$ cat src/rtl/axi_redirect_ctrl.sv
// axi_redirect_ctrl
// Sequences a change of the redirect/swap mapping used by the AR/AW address
// decoders. New address acceptance is stalled, the read and write outstanding
// counters are allowed to drain, the mapping is updated in one cycle and the
// stall is released together with the completion acknowledge.
module axi_redirect_ctrl #(
    parameter int N_INIT_PORT = 8,
    parameter int LOG_N_INIT  = 3,
    parameter int TIMEOUT     = 1024,
    parameter int TMR_W       = 16
) (
    input  logic                  clk,
    input  logic                  rst_n,
    input  logic                  cfg_req_i,
    input  logic                  cfg_enable_i,
    input  logic [LOG_N_INIT-1:0] cfg_source_i,
    input  logic [LOG_N_INIT-1:0] cfg_target_i,
    output logic                  cfg_ack_o,
    output logic                  cfg_err_o,
    output logic                  stall_o,
    input  logic                  ar_outstanding_i,
    input  logic                  aw_outstanding_i,
    output logic [LOG_N_INIT-1:0] source_r_o,
    output logic [LOG_N_INIT-1:0] target_r_o,
    output logic                  redirect_valid_r_o,
    output logic                  busy_o
);

    typedef enum logic [1:0] {
        IDLE  = 2'd0,
        DRAIN = 2'd1,
        APPLY = 2'd2,
        RESP  = 2'd3
    } state_t;

    localparam logic [TMR_W-1:0] TMR_MAX  = TMR_W'(TIMEOUT);
    localparam logic [TMR_W-1:0] TMR_ZERO = {TMR_W{1'b0}};
    localparam logic [TMR_W-1:0] TMR_ONE  = {{(TMR_W-1){1'b0}}, 1'b1};

    state_t                  state_r;
    state_t                  state_s;
    logic [TMR_W-1:0]        timer_r;
    logic [TMR_W-1:0]        timer_s;
    logic                    err_r;
    logic                    err_s;
    logic                    latch_s;
    logic                    req_invalid_s;
    logic                    drained_s;
    logic                    en_lat_r;
    logic [LOG_N_INIT-1:0]   src_lat_r;
    logic [LOG_N_INIT-1:0]   tgt_lat_r;
    logic [LOG_N_INIT-1:0]   source_r;
    logic [LOG_N_INIT-1:0]   target_r;
    logic                    valid_r;

    // An enable request must name two distinct, existing ports; disables are always accepted.
    always_comb begin
        req_invalid_s = 1'b0;
        if (cfg_enable_i) begin
            req_invalid_s = (cfg_source_i == cfg_target_i)
                         || (int'(cfg_source_i) >= N_INIT_PORT)
                         || (int'(cfg_target_i) >= N_INIT_PORT);
        end else begin
            req_invalid_s = 1'b0;
        end
    end

    // Drain is trusted only from the second stalled cycle, after any in-flight handshake has been counted.
    always_comb begin
        drained_s = (timer_r != TMR_ZERO) && !ar_outstanding_i && !aw_outstanding_i;
    end

    // Next-state, timer and error-flag logic for the sequencer.
    always_comb begin
        state_s = state_r;
        timer_s = timer_r;
        err_s   = err_r;
        latch_s = 1'b0;
        case (state_r)
            IDLE: begin
                if (cfg_req_i) begin
                    if (req_invalid_s) begin
                        err_s   = 1'b1;
                        state_s = RESP;
                    end else begin
                        err_s   = 1'b0;
                        latch_s = 1'b1;
                        timer_s = TMR_ZERO;
                        state_s = DRAIN;
                    end
                end else begin
                    state_s = IDLE;
                end
            end
            DRAIN: begin
                if (timer_r != TMR_MAX) begin
                    timer_s = timer_r + TMR_ONE;
                end else begin
                    timer_s = timer_r;
                end
                if (drained_s) begin
                    state_s = APPLY;
                end else if (timer_r == TMR_MAX) begin
                    err_s   = 1'b1;
                    state_s = RESP;
                end else begin
                    state_s = DRAIN;
                end
            end
            APPLY: begin
                err_s   = 1'b0;
                state_s = RESP;
            end
            RESP: begin
                state_s = IDLE;
            end
            default: begin
                state_s = IDLE;
            end
        endcase
    end

    // Sequencer state, drain timer, error flag and latched request fields.
    always_ff @(posedge clk or negedge rst_n) begin
        if (!rst_n) begin
            state_r   <= IDLE;
            timer_r   <= TMR_ZERO;
            err_r     <= 1'b0;
            en_lat_r  <= 1'b0;
            src_lat_r <= {LOG_N_INIT{1'b0}};
            tgt_lat_r <= {LOG_N_INIT{1'b0}};
        end else begin
            state_r <= state_s;
            timer_r <= timer_s;
            err_r   <= err_s;
            if (latch_s) begin
                en_lat_r  <= cfg_enable_i;
                src_lat_r <= cfg_source_i;
                tgt_lat_r <= cfg_target_i;
            end
        end
    end

    // Mapping registers change only while in APPLY, so only under stall.
    always_ff @(posedge clk or negedge rst_n) begin
        if (!rst_n) begin
            source_r <= {LOG_N_INIT{1'b0}};
            target_r <= {LOG_N_INIT{1'b0}};
            valid_r  <= 1'b0;
        end else if (state_r == APPLY) begin
            if (en_lat_r) begin
                source_r <= src_lat_r;
                target_r <= tgt_lat_r;
                valid_r  <= 1'b1;
            end else begin
                valid_r  <= 1'b0;
            end
        end
    end

    assign stall_o            = (state_r == DRAIN) || (state_r == APPLY);
    assign cfg_ack_o          = (state_r == RESP);
    assign cfg_err_o          = (state_r == RESP) && err_r;
    assign busy_o             = (state_r != IDLE);
    assign source_r_o         = source_r;
    assign target_r_o         = target_r;
    assign redirect_valid_r_o = valid_r;

endmodule

$ cat config.mk
export PLATFORM = sky130hd
export DESIGN_NAME = axi_redirect_ctrl
export DESIGN_NICKNAME = d
export VERILOG_FILES = /design/src/rtl/axi_redirect_ctrl.sv
export SDC_FILE = /design/constraint.sdc
export NUM_CORES = 1
export LEC_CHECK = 0
export CAP_MARGIN = 20
export CELL_PAD_IN_SITES_DETAIL_PLACEMENT = 1
export CELL_PAD_IN_SITES_GLOBAL_PLACEMENT = 2
export CORE_ASPECT_RATIO = 1.25
export CORE_MARGIN = 4
export CORE_UTILIZATION = 43
export CTS_CLUSTER_DIAMETER = 60
export CTS_CLUSTER_SIZE = 8
export DETAILED_ROUTE_END_ITERATION = 8
export DONT_BUFFER_PORTS = 1
export GPL_ROUTABILITY_DRIVEN = 0
export PLACE_DENSITY_LB_ADDON = 0.05
export SLEW_MARGIN = 20
export SYNTH_ARGS = -nofsm -noshare
export SYNTH_HDL_FRONTEND = slang
export SYNTH_SLANG_ARGS = --single-unit
$ cat constraint.sdc
create_clock -name clk -period 3.8 [get_ports clk]
set_input_delay 0.38 -clock clk [delete_from_list [all_inputs] [get_ports clk]]
set_output_delay 0.38 -clock clk [all_outputs]
set_load 0.02 [all_outputs]
==> results of run 1 <==
-- cell families after synthesis --
| logic type | after synthesis | synth area share |
|---|---|---|
| simple gates | 53 | 0.171 |
| compound gates | 49 | 0.185 |
| flops | 33 | 0.460 |
| buf+inv | 17 | 0.0411 |
| mux | 14 | 0.0870 |
| fa+ha+maj | 6 | 0.0418 |
| xor+xnor | 3 | 0.0146 |
-- flip-flops by register name, summed over array words and instances, names as in the netlist --
register and cells:
source_r_o 3, state_r 2, redirect_valid_r_o 1, err_r 1
tgt_lat_r 3, en_lat_r 1, src_lat_r 3, target_r_o 3
timer_r 16
-- final cells by class --
cell class,instances,share of cell area
clock buffers,5,0.0344
flip-flops and latches,33,0.413
inverters,11,0.0207
well taps,56,0.0351
repair buffers,2,0.0150
multi-input cells,125,0.449
clock inverters,3,0.0326
-- metal layers --
layer / wire length (um) / vias up
met5: 0 / -
met4: 52 / 0
met3: 173 / 6
met2: 2370 / 22
met1: 1740 / 679
li1: - / 642
-- synth_stat cells (all sizes together), types with 2 or more instances --
| master | n | area, sq um |
|---|---|---|
| a21oi | 4 | 20.0 |
| a31oi | 2 | 12.5 |
| a41oi | 2 | 17.5 |
| and2 | 5 | 31.3 |
| buf | 3 | 21.3 |
| clkbuf | 3 | 11.3 |
| dfrtp | 33 | 826 |
| ha | 6 | 75.1 |
| inv | 10 | 37.5 |
| mux2 | 13 | 146 |
| nand2 | 15 | 56.3 |
| nand2b | 3 | 18.8 |
| nand3 | 6 | 30.0 |
| nand4 | 5 | 37.5 |
| nor2 | 9 | 33.8 |
| nor4 | 4 | 52.6 |
| o21a | 2 | 15.0 |
| o21ai | 22 | 110 |
| o31ai | 9 | 67.6 |
| xnor2 | 3 | 26.3 |
-- worst max path at each step --
stage / to / slack [ns]
after floorplan: err_r / 1.86
after global placement: timer_r[11] / 1.26
after detailed placement: timer_r[11] / 1.09
after CTS: timer_r[11] / 1.06
after global routing: timer_r[11] / 0.83
final: timer_r[11] / 1.08
-- cell usage in the layout (no fill, tap or decap), types with 2 or more instances in the layout --
| cell | count |
|---|---|
| dfrtp_1 | 33 |
| a31oi_1 | 2 |
| ha_1 | 6 |
| nand2_1 | 15 |
| a21oi_1 | 4 |
| and2_1 | 5 |
| nor2_1 | 9 |
| nand4_1 | 4 |
| o21ai_0 | 8 |
| xnor2_1 | 3 |
| clkbuf_8 | 5 |
| nand3_1 | 6 |
| nor4_2 | 2 |
| o21ai_1 | 14 |
| o31ai_1 | 9 |
| a41oi_1 | 2 |
| inv_1 | 10 |
| nand2b_1 | 3 |
| mux2_2 | 12 |
| o21a_1 | 2 |
| bufinv_16 | 2 |
-- metrics by stage --
step | setup slack, ns | cell area [sq um] | total power, mW | instances | util
finish | 1.08 | 2000 | 1.57 | 235 | 0.491
global route | 0.828 | 2000 | 1.68 | 235 | 0.491
CTS | 1.06 | 2000 | 1.59 | 235 | 0.491
detailed placement | 1.09 | 1830 | 1.18 | 225 | 0.451
global placement | 1.26 | 1830 | 1.14 | 225 | 0.451
floorplan | 1.86 | 1800 | 1.05 | 175 | -
-- power by group through the flow --
stage	clock [mW]	sequential (mW)	combinational (mW)
after detailed placement	0	0.594	0.585
after CTS	0.404	0.587	0.602
after global routing	0.424	0.597	0.660
final	0.396	0.585	0.591
after floorplan	0	0.564	0.487
after global placement	0	0.580	0.562
==> flow_metrics.env, run 1 <==
export IMPL_grt_use_met3=0.0378
export IMPL_drive_gt1_frac=0.162
export IMPL_ff2ff_path_depth=7
export IMPL_cts_buffer_depth=2
export IMPL_synth_cell_types=42
export IMPL_critPathMaxStageDelay_ns=0.48
export IMPL_multi_input_area_sq_um=897
export IMPL_switching_share=0.394
export IMPL_pin_count=23
export IMPL_min_delay_worst_endpoint="src_lat_r[0]"
export IMPL_reg2reg_to="timer_r[11]"
export IMPL_ys_seq_area_frac=0.460
export IMPL_grt_pass1_vias=1450
export IMPL_clockRootBuffer="clkbuf_8"
export IMPL_grtUsageTotal=0.182
export IMPL_antenna_found_initial=0
export IMPL_core_area_sq_mm=0.00407
export IMPL_worst_setup_path_end_kind="flop"
export IMPL_vias=1349
export IMPL_dpl_hpwl_mm=3.18
export IMPL_syn_inst=175
export IMPL_postCtsSetupRepairBufs=0
export IMPL_hold_class="in -> reg"
export IMPL_worstSetupPathType="reg -> reg"
export IMPL_fp_row_count=26
export IMPL_cts_resized=0
export IMPL_htree_levels=2
export IMPL_r2r_slack_ns=1.08
export IMPL_whs_ns=0.242
export IMPL_ys_warn_count=0
export IMPL_rsz0062_at_grt="no"
export IMPL_use_met2=0.341
export IMPL_critical_path_arrival_ns=2.94
export IMPL_crit_chain="inv_1 -> ha_1 -> clkinv_1 -> a41o_1 -> nand2b_1 -> or3_1 -> o21ai_1"
export IMPL_portBuffers=0
export IMPL_antenna_cells=0
export IMPL_first_pass_iters=4
export IMPL_drtIter0Drc=56
export IMPL_synth_top_flop_cell="dfrtp_1"
export IMPL_dieArea_sq_mm=0.00528
export IMPL_grt_pass1_wl_mm=7.22
export IMPL_max_vdd_ir_drop_uv=264
export IMPL_slew_viol_final=0
export IMPL_grt_use_met1=0.204
export IMPL_async_flop_share=1.00
export IMPL_status="finished, final reports clean"
export IMPL_clock_skew_ns=0.00708
export IMPL_n_fill_cell=453
export IMPL_grt_max_degree=34
export IMPL_worstHoldPathCells=1
export IMPL_overflow=0
export IMPL_power_frac_comb=0.376
export IMPL_path_max_fanout=14
export IMPL_worstSkewPairLatency_ns=0.29
export IMPL_p_clk_frac=0.252
export IMPL_setup_viol=0
export IMPL_fmax_mhz=367
export IMPL_cts_tree="yes"
export IMPL_regToRegStartpoint="state_r[1]"
export IMPL_fp_dieH_um=80.3
export IMPL_synth_edf_count=0
export IMPL_pwr_share_seq=0.372
export IMPL_regArea_sq_um=826
export IMPL_relSlewSlack=0.476
export IMPL_worst_path_buf_inv=2
export IMPL_syn_avg_cell_area_sq_um=10.3
export IMPL_crit_start="state_r[1]"
export IMPL_synth_area_sq_mm=0.00180
export IMPL_powerDensity_mw_per_mm2=787
export IMPL_drc=0
export IMPL_maxCapViolCount=0
export IMPL_syn_nets=193
export IMPL_timing_setup_tns_ns=0
export IMPL_areaGrowthSynthToFinish_pct=11.2
export IMPL_fin_crit_sh=0.717
export IMPL_finalHoldViolations=0
export IMPL_leakage_nw=0.822
export IMPL_initial_core_util=0.442
export IMPL_busiest_layer="met2"
export IMPL_path_depth=7
export IMPL_hold_buffers=2
export IMPL_cp_top_family="simple AND/OR/NAND/NOR gates"
export IMPL_via_per_inst=5.74
export IMPL_timing_final_crit_period_ns=2.72
export IMPL_wl_mm=4.34
export IMPL_cts_sinks=33
export IMPL_intPower_mw=0.952
export IMPL_chipWidth_um=65.8
export IMPL_ant_nets=0
export IMPL_hold_path_startpoint="cfg_source_i[0]"
export IMPL_p_sw_mw=0.620
export IMPL_fin_nets=196
export IMPL_crit_slowest_cell="or3_1"
export IMPL_numCtsBuffers=5
export IMPL_clk_pin_slew_ns=0.07
export IMPL_critical_path_required_ns=4.01
export IMPL_max_slew_worst_pin_slew_ns=0.785
export IMPL_wl_per_cell_um=18.5
export IMPL_synth_seq_cells=33
export IMPL_worstSetupStartpointType="flop"
No activity file was read; power rests on OpenSTA's default activity.
==> run 2, diff against run 1 <==
- CORE_UTILIZATION: 43 -> 36
- clock period: 3.8 -> 2.3 ns (I/O delays scaled with it)
==> flow_metrics.env, run 2 (synthesized netlist as in run 1, its figures left out) <==
export IMPL_wl_per_cell_um=17.8
export IMPL_status="finished, final reports clean"
export IMPL_grt_max_degree=34
export IMPL_antenna_cells=0
export IMPL_whs_ns=0.0893
export IMPL_worstHoldPathCells=1
export IMPL_drc=0
export IMPL_worstSetupPathType="reg -> reg"
export IMPL_drtIter0Drc=30
export IMPL_grt_pass1_vias=1500
export IMPL_setup_viol=0
export IMPL_worst_setup_path_end_kind="flop"
export IMPL_fmax_mhz=465
export IMPL_numCtsBuffers=5
export IMPL_worstSkewPairLatency_ns=0.29
export IMPL_switching_share=0.420
export IMPL_clockRootBuffer="clkbuf_8"
export IMPL_clk_pin_slew_ns=0.08
export IMPL_initial_core_util=0.374
export IMPL_drive_gt1_frac=0.198
export IMPL_ff2ff_path_depth=7
export IMPL_n_fill_cell=539
export IMPL_dieArea_sq_mm=0.00619
export IMPL_areaGrowthSynthToFinish_pct=12.2
export IMPL_cts_sinks=33
export IMPL_chipWidth_um=71.2
export IMPL_rsz0062_at_grt="no"
export IMPL_grtUsageTotal=0.156
export IMPL_power_frac_comb=0.441
export IMPL_first_pass_iters=4
export IMPL_wl_mm=4.40
export IMPL_relSlewSlack=0.561
export IMPL_hold_class="in -> reg"
export IMPL_max_vdd_ir_drop_uv=343
export IMPL_cts_buffer_depth=2
export IMPL_final_common_cell="dfrtp_1"
export IMPL_cts_resized=0
export IMPL_fp_dieH_um=87.0
export IMPL_final_cell_mix="dfrtp_1, nand2_1, o21ai_1, mux2_2, inv_1"
export IMPL_regMostFlops="timer_r"
export IMPL_fin_crit_sh=0.934
export IMPL_htree_levels=2
export IMPL_intPower_mw=1.44
export IMPL_worstSetupStartpointType="flop"
export IMPL_dpl_hpwl_mm=3.19
export IMPL_final_util=0.420
export IMPL_grt_pass1_wl_mm=7.42
export IMPL_leakage_nw=0.835
export IMPL_clock_skew_ns=0.00505
export IMPL_p_sw_mw=1.04
export IMPL_ant_nets=0
export IMPL_pin_count=23
export IMPL_overflow=0
export IMPL_powerDensity_mw_per_mm2=1230
export IMPL_total_power_mw=2.49
export IMPL_maxCapViolCount=0
export IMPL_p_clk_frac=0.177
export IMPL_portBuffers=0
export IMPL_finalHoldViolations=0
export IMPL_max_slew_worst_pin_slew_ns=0.653
export IMPL_via_per_inst=5.52
export IMPL_timing_setup_tns_ns=0
export IMPL_cts_tree="yes"
export IMPL_core_area_sq_mm=0.00480
export IMPL_fp_row_count=28
export IMPL_antenna_found_initial=0
export IMPL_r2r_slack_ns=0.15
export IMPL_largest_register_ffs=16
export IMPL_path_max_fanout=5
export IMPL_critical_path_arrival_ns=2.32
export IMPL_critical_path_required_ns=2.47
export IMPL_slew_viol_final=0
export IMPL_pwr_share_seq=0.382
export IMPL_fin_nets=204
export IMPL_vias=1363
export IMPL_timing_final_crit_period_ns=2.15
run 2: cell type report:
| cell class | instances | area (sq um) | area share |
|---|---|---|---|
| sequential | 33 | 826 | 0.410 |
| multi-input combinational | 125 | 897 | 0.445 |
| tap | 60 | 75.1 | 0.0372 |
| inverter | 11 | 41.3 | 0.0205 |
| clock buffer | 5 | 68.8 | 0.0341 |
| clock inverter | 3 | 17.5 | 0.00869 |
| timing repair buffer | 10 | 90.1 | 0.0447 |
run 2: metal layers:
layer,track usage,routed length (um),vias to the layer above
li1,-,-,655
met2,0.274,2230,24
met3,0.0450,195,7
met5,0,0,-
met4,0.0513,69,0
met1,0.180,1900,677
run 2: worst paths after layout:
| path | startpoint | to |
|---|---|---|
| max | timer_r[0] | err_r |
| min | cfg_target_i[0] | tgt_lat_r[0] |
| max reg2reg | timer_r[0] | err_r |
| min reg2reg | src_lat_r[1] | source_r_o[1] |
| max in group asynchronous | rst_n | timer_r[10] |
| min in group asynchronous | rst_n | en_lat_r |
run 2: worst max-delay path, stage by stage, from the launching register on:
cell      delay [ns]
dfrtp_1         0.42
inv_1           0.07
ha_1            0.13
nor4b_2         0.31
nand4_2         0.23
o31a_1          0.31
a211oi_2        0.21
mux2_1          0.34
run 2: what timing repair did:
item,CTS,global route
hold buffers,2,0
setup endpoints to repair,1,0
hold endpoints to repair,33,0
buffers inserted,2,0
run 2: metrics by stage:
stage	cells	setup WS (ns)	cell area [sq um]
finish	247	0.152	2020
global route	247	0.0421	2020
CTS	247	0.120	2020
detailed placement	235	0.0283	1880
global placement	235	0.117	1880
floorplan	175	0.361	1800
run 2: power by group through the flow:
stage,sequential (mW),combinational (mW),clock (mW)
detailed placement,0.968,1.06,0
global placement,0.954,1.01,0
global route,0.980,1.21,0.489
floorplan,0.931,0.804,0
CTS,0.957,1.12,0.460
finish,0.950,1.10,0.439
